[src/rtl/pila_pkg.sv]
// Shared constants for the return-address stack: default geometry and the
// count-width helper used wherever the stack is instantiated.
package pila_pkg;
  localparam int PILA_WIDTH = 10;
  localparam int PILA_DEPTH = 16;

  // count must represent 0..depth inclusive
  function automatic int pila_cw(input int depth);
    return $clog2(depth + 1);
  endfunction
endpackage

[src/rtl/pila_ctrl.sv]
// Stack pointer/count and sticky flag control. Decides which slot (if any)
// the storage writes this cycle and which slot is currently on top.
module pila_ctrl
  import pila_pkg::*;
#(
  parameter int DEPTH = PILA_DEPTH,
  parameter int CW    = pila_cw(DEPTH),
  parameter int IW    = (DEPTH > 1) ? $clog2(DEPTH) : 1
) (
  input  logic          clk,
  input  logic          reset,
  input  logic          push,
  input  logic          pop,
  input  logic          err_clr,
  output logic [CW-1:0] count,
  output logic          empty,
  output logic          full,
  output logic          overflow,
  output logic          underflow,
  output logic          wr_en,
  output logic [IW-1:0] wr_idx,
  output logic [IW-1:0] rd_idx
);

  logic [CW-1:0] cnt_n;
  logic          ovf_n, udf_n;

  assign empty  = (count == '0);
  assign full   = (count == CW'(DEPTH));
  assign rd_idx = IW'(count - CW'(1));

  always_comb begin
    cnt_n  = count;
    ovf_n  = err_clr ? 1'b0 : overflow;
    udf_n  = err_clr ? 1'b0 : underflow;
    wr_en  = 1'b0;
    wr_idx = IW'(count);
    // a flag-setting event below overrides the err_clr clear above
    unique case ({push, pop})
      2'b10: begin
        if (full) ovf_n = 1'b1;
        else begin
          cnt_n = count + CW'(1);
          wr_en = 1'b1;
        end
      end
      2'b01: begin
        if (empty) udf_n = 1'b1;
        else       cnt_n = count - CW'(1);
      end
      2'b11: begin
        wr_en = 1'b1;
        if (empty) begin
          cnt_n = CW'(1);
          udf_n = 1'b1;
        end else begin
          wr_idx = rd_idx;
        end
      end
      default: ;
    endcase
  end

  always_ff @(posedge clk or posedge reset) begin
    if (reset) begin
      count     <= '0;
      overflow  <= 1'b0;
      underflow <= 1'b0;
    end else begin
      count     <= cnt_n;
      overflow  <= ovf_n;
      underflow <= udf_n;
    end
  end

endmodule

[src/rtl/pila_param.sv]
// Parameterized LIFO (return-address stack). Holds the storage array and the
// top-of-stack mux; pointer and flag logic live in pila_ctrl.
module pila_param
  import pila_pkg::*;
#(
  parameter int WIDTH = PILA_WIDTH,
  parameter int DEPTH = PILA_DEPTH,
  parameter int CW    = pila_cw(DEPTH)
) (
  input  logic             clk,
  input  logic             reset,
  input  logic             push,
  input  logic             pop,
  input  logic [WIDTH-1:0] din,
  input  logic             err_clr,
  output logic [WIDTH-1:0] top,
  output logic [CW-1:0]    count,
  output logic             empty,
  output logic             full,
  output logic             overflow,
  output logic             underflow
);

  localparam int IW = (DEPTH > 1) ? $clog2(DEPTH) : 1;

  logic             wr_en;
  logic [IW-1:0]    wr_idx, rd_idx;
  logic [WIDTH-1:0] mem [DEPTH];

  pila_ctrl #(.DEPTH(DEPTH), .CW(CW), .IW(IW)) u_ctrl (
    .clk      (clk),
    .reset    (reset),
    .push     (push),
    .pop      (pop),
    .err_clr  (err_clr),
    .count    (count),
    .empty    (empty),
    .full     (full),
    .overflow (overflow),
    .underflow(underflow),
    .wr_en    (wr_en),
    .wr_idx   (wr_idx),
    .rd_idx   (rd_idx)
  );

  // storage is not reset; stale slots are masked by the empty check on top
  always_ff @(posedge clk) begin
    if (wr_en && !reset) mem[wr_idx] <= din;
  end

  assign top = empty ? '0 : mem[rd_idx];

endmodule
[config.mk]
export PLATFORM = sky130hd
export DESIGN_NAME = pila_param
export DESIGN_NICKNAME = d
export VERILOG_FILES = /design/src/rtl/pila_pkg.sv /design/src/rtl/pila_ctrl.sv /design/src/rtl/pila_param.sv
export SDC_FILE = /design/constraint.sdc
export NUM_CORES = 1
export LEC_CHECK = 0
export BUFFER_PORTS_ARGS = -buffer_cell sky130_fd_sc_hd__buf_2
export CAP_MARGIN = 25
export CORE_ASPECT_RATIO = 0.8
export CORE_MARGIN = 1.5
export CORE_UTILIZATION = 31
export CTS_CLUSTER_SIZE = 12
export DETAILED_ROUTE_END_ITERATION = 8
export GPL_ROUTABILITY_DRIVEN = 0
export PLACE_DENSITY = 0.56
export SYNTH_ARGS = -nofsm -noshare
export SYNTH_HDL_FRONTEND = slang
export SYNTH_SLANG_ARGS = --single-unit
[constraint.sdc]
create_clock -name clk -period 3.2 [get_ports clk]
set_input_delay 0.16 -clock clk [delete_from_list [all_inputs] [get_ports clk]]
set_output_delay 0.16 -clock clk [all_outputs]
set_load 0.03 [all_outputs]
# After elaboration in Yosys (flattened, before gate mapping)
# Memories as Yosys holds them, arrays and structs flattened.
# Index checks and enable logic that the tools add are counted.
dict set report word_totals {
  memories 1
  elab_cells 36
  reg_bits 7
  out_inout_bits 19
  ramBits 160
  in_bits 15
}
dict set report classes {
  eq_ne 7
  addsub 2
  n_reduce_logical 6
  mux 17
}
# name words word_bits read_ports rd_ports_with_merged_regs wr line
set mem_list {}
lappend mem_list {mem 16 10 1 0 1 pila_param.sv:28} ;# logic [WIDTH-1:0] mem [DEPTH];
# cell n
set ops {}
lappend ops {{$mux 5} 3}
lappend ops {{$pmux 5 s3} 1}
lappend ops {{$mux 10} 1}
lappend ops {{$mux 1} 9}
lappend ops {{$mux 4} 2}
lappend ops {{$ne 2x2->1 const B} 3}
lappend ops {{$add 5x1->5 const B} 1}
lappend ops {{$eq 5x5->1 const B} 1}
lappend ops {{$logic_not 5->1} 1}
lappend ops {{$sub 5x1->5 const B} 1}
lappend ops {{$eq 2x2->1 const B} 2}
lappend ops {{$reduce_and 4->1} 1}
lappend ops {{$reduce_bool 3->1} 1}
lappend ops {{$eq 2x1->1 const B} 1}
lappend ops {{$pmux 1 s2} 1}
lappend ops {{$reduce_or 2->1} 1}
lappend ops {{$logic_and 1x1->1} 1}
lappend ops {{$logic_not 1->1} 1}

# Longest topological paths before layout
dict set report logic_depth {
  word_depth 6
  ltp_mapped 9
  depth_no_buf 7
}

# Hierarchy
# Synthesis repeated with hierarchy kept, for this count alone.
dict set report unflattened {
  hier_cells 391
  hier_area_um2 7016.7
}
# module seq_area_each_um2 cells_each instances area_per_inst_um2
set by_module_without_submodules {}
lappend by_module_without_submodules {pila_param 4804.6 313 1 6372.4}
lappend by_module_without_submodules {pila_ctrl 175.2 78 1 644.4}

# Least setup slack after synthesis
# OpenSTA, ideal clock, no wires.
dict set report synth_timing {
  path_type {register to register}
  from {register u_ctrl.count[0]}
  to {memory mem[10][0] (netlist name), enable pin}
  setup_slack_ns -0.113
  t_arrival_ns 2.937
  n_path_buf 2
  path_stages_with_launch 10
  setup_ns 0.376
  synth_period_minus_slack_ns 3.313
  required_ns 2.824
  path_cell_list {dfrtp_1 -> clkbuf_1 -> clkbuf_1 -> inv_1 -> ha_1 -> or4b_4 -> clkinv_1 -> a2111oi_0 -> a311oi_1 -> nor2_1}
}
dict set report synth_via {
  word_cells_on_any_way 10
  cone_classes {add/sub (1); eq/ne (1); mux (6); reduce/logical (2)}
}
# item line
set synth_lines {}
lappend synth_lines {{start, declared} pila_ctrl.sv:15} ;# output logic [CW-1:0] count,
lappend synth_lines {{start signal, assigned} pila_ctrl.sv:70} ;# count <= cnt_n;
lappend synth_lines {{$logic_not 5->1} pila_ctrl.sv:28} ;# assign empty = (count == '0);
lappend synth_lines {{net empty} pila_param.sv:18} ;# output logic empty,
lappend synth_lines {{$mux 4} pila_ctrl.sv:53} ;# if (empty) begin
lappend synth_lines {{$mux 4} pila_ctrl.sv:39} ;# unique case ({push, pop})
lappend synth_lines {{end, declared} pila_param.sv:28}
# The timed path passes the listed nets, and every way through them passes these cells.

# Final worst setup path
dict set report layout_timing {
  from {register u_ctrl.count[1]}
  to {output port top[1]}
}
dict set report layout_via {
  elab_chain_len 3
  word_cells_on_any_way 4
  cone_classes {add/sub (1); mux (1); reduce/logical (1); memory (1)}
}
# item line
set layout_lines {}
lappend layout_lines {{$sub 5x1->5} pila_ctrl.sv:30} ;# assign rd_idx = IW'(count - CW'(1));
lappend layout_lines {{$mem_v2 16x10} n/a}
lappend layout_lines {{$mux 10 *} pila_param.sv:51} ;# assign top = empty ? '0 : mem[rd_idx];
lappend layout_lines {{end, declared} pila_param.sv:16} ;# output logic [WIDTH-1:0] top,
# Mark *: on every way between the ends. The rest lies on a longest branch, timed or not.

==> impl_results.md <==
- RSZ-0062 raised after global routing: false
- Hpwl dp: 10300 um
- Final hold vios: 0
- CP endpoint: top[1]
- VDD IR max: ~0.0004 V
- CP Cell Sequence: inv_1, ha_2, buf_4, mux4_2, mux2i_1, o22ai_1, buf_2
- Placement Rows: 48
- Total track usage: 14.2%
- CP arrival: 2.89 ns
- DRT iter0 DRCs: 303
- Worst-path clk slew: 0.07 ns
- WL final: 15200 um
- Max-cap violations: 0
- Area growth syn-to-layout: 18.8%
- Ports: 34
- ANT nets after route: 0
- Cells after Synth: 366
- Die area: 23300 um2
- Top-area cell type share of the netlist area: 69.2%
- Global-route wire length before repair: 23500 um
- Worst-margin pin slew: 1.05 ns
- Hold_ws: 0.0611 ns
- Pwr Total: 8.01 mW
- Crit-path max cell delay: approximately 0.47 ns
- Syn_nets: 384
- DR vias/cell: 4.92
- Post-synth EDFFs: 160
- Most used DFF post-synth: edfxtp_1
- CTS max path bufs: 2
- WS Path Type: reg2out
- Drc violations: 0
- Slew HR: 29.8%
- Fin crit period: about 3.0 ns
- Top-count cell post-synth: edfxtp_1
- Reg2Reg Setup Slack: roughly 0.22 ns
- Static Leak: 2.76 nW
- Busiest grt layer: met2
- Die Y: ~140 um
- Register area share after synthesis: 71.7%
- Root Buffer: clkbuf_16
- Synth warn: 0
- Share of cells above drive strength 1: 32.8%
- Core area: 21700 um2
- Worst-Skew Late Latency: 0.42 ns
- Met1 Resource Use GR: between 10% and 20%
- Worst reg2reg path endpoint: mem[1][9]$_DFFE_PP_
- Worst setup EP type: output pin
- Antenna violations before repair: 2
- DR pass1 iterations: 4
- Die X-Extent: 170 um
- Status: finished clean
- Fillers: just over 2k
- TritonCTS buffer count: 17
- I/O Buffers: 33
- FF+latch count, synth: 167
- Max Clk Rate: 328 MHz
- Met2 track demand over resource: a little under a quarter
- Syn Area/Cell: 19.0 um2
- CP bufs+invs: 3
- Slew Limit Fails: 0
- Post-CTS setup buffer count: 0
- Final TNS setup: 0 ns
- GR Util met3: about 3.9%
- Overflow after GRT: 0
- Worst hold path type: in2reg
- Tcrit/Tclk final: 95.3%
- Critical path peak fanout: 34
- Clock sink count: around 170
- Largest net degree at the start of global routing: 39
- TritonCTS clock tree: built
- Reg2reg path depth: 6
- CTS H-tree depth: 4
- Unique cell type count in the Yosys netlist: 51
- Final core occ: 37.9%
- Layout Nets: 450
- Startpoint types: flip-flop
- PwrDens: 972 nW/um2
- Routed len/inst: 20.4 um
- Number of global-route vias before repair: 3840
- CP required: slightly above 3 ns
- CP top delay family: buffers and inverters
- Cells after DPL: just over 700
- Critical Path Source: u_ctrl.count[1]$_DFFE_PP0P_
- RR Startpoint: u_ctrl.count[0]$_DFFE_PP0P_
- Routed vias: ~3.7k
- Clock Skews: 0.00869 ns
- Slowest cell on crit path: buf_4
- Final Setup Violations: 0
- Synth top area cells: edfxtp_1, mux4_2, mux2i_1
- Async S/R FF share, synth: under 10%
- Synth top cells by count: edfxtp_1, mux4_2, nor2_1
- Synth Cell Area: around 6900 um2
- Initial Util: 31.9%
- Synth area leader: edfxtp_1
- WP depth: 7
- Fin cells: 747
[metrics by stage]
stage | worst slack, ns | instance area, um2
after CTS | 0.0258 | 8190
final | 0.151 | 8240
after detailed placement | 0.203 | 7600
after floorplan | -0.113 | 6940
after global routing | 0.00163 | 8240
after global placement | 0.187 | 7600
[power breakdown]
group	internal, mW	total [mW]	leakage [nW]	switching (mW)
sequential	2.53	2.60	1.53	0.0681
clock	1.15	1.99	0.280	0.835
combinational	1.36	3.42	0.954	2.06
[registers in the layout (all words and copies together) (netlist names)]
name and flops:
mem 160, u_ctrl.count 5, u_ctrl.overflow 1, u_ctrl.underflow 1
[cell families (layout without fill, tap and decap cells)]
| group | count (synthesis) | after routing | synth area share [%] |
|---|---|---|---|
| flip-flops | 167 | 167 | 71.7 |
| multiplexers | 61 | 61 | 16.0 |
| AO/OA/AOI/OAI | 52 | 52 | 5.68 |
| AND/OR/NAND/NOR | 51 | 51 | 3.95 |
| buffers and inverters | 31 | 110 | 1.96 |
| adder cells (fa/ha/maj) | 3 | 3 | 0.541 |
| XOR/XNOR | 1 | 1 | 0.126 |
| other | 0 | 2 | 0 |
[worst min-delay path by stage]
stage | start | end | cells past startpoint
floorplan | reset | u_ctrl.count[0]$_DFFE_PP0P_ | 1
finish | err_clr | u_ctrl.overflow$_DFF_PP0_ | 3
global placement | reset | u_ctrl.overflow$_DFF_PP0_ | 2
CTS | err_clr | u_ctrl.underflow$_DFF_PP0_ | 3
detailed placement | reset | u_ctrl.overflow$_DFF_PP0_ | 2
global route | err_clr | u_ctrl.underflow$_DFF_PP0_ | 3
[layout make-up]
type | instances | area, um2 | share of cell area, %
diodes | 2 | 5.00 | 0.0607
clock buffers | 18 | 429 | 5.21
clock inverters | 14 | 150 | 1.82
inverters | 9 | 33.8 | 0.410
multi-input cells | 168 | 1830 | 22.2
flip-flops and latches | 167 | 4980 | 60.4
well taps | 300 | 375 | 4.55
repair buffers | 69 | 442 | 5.36
[worst reg2reg max path, cell delays in order, from the launching register on]
cell      delay, ns
dfrtp_2        0.45
inv_1          0.09
ha_2           0.19
or4b_4         0.52
a211oi_1       0.21
o21ai_0        0.25
nor2_1         0.88
[layout by cell type (no fill, tap or decap), drive strengths merged, types with 2 or more instances in the layout]
master,n
edfxtp,160
buf,68
mux4,40
nor2,22
mux2i,21
clkbuf,18
o21ai,12
o22ai,11
inv,11
clkinv,9
dfrtp,7
a211oi,6
nor3,4
nand2,4
a21oi,3
ha,3
diode,2
nand2b,2
o21a,2
nor2b,2
a2bb2oi,2
and2,2
nand3,2
nand3b,2
a2111oi,2
and4,2
nor4,2
a22o,2
bufinv,2
a32oi,2
[routing by layer]
layer / wire (um) / vias up
li1: - / 1650
met1: 6640 / 1924
met2: 7640 / 90
met3: 768 / 10
met4: 188 / 0
met5: 0 / -
[repair_timing]
action	in CTS	in global routing
hold endpoints to repair	7	0
resized for setup	0	0
setup endpoints to repair	0	0
hold buffers	1	0
No activity file was read; power rests on OpenSTA's default activity.
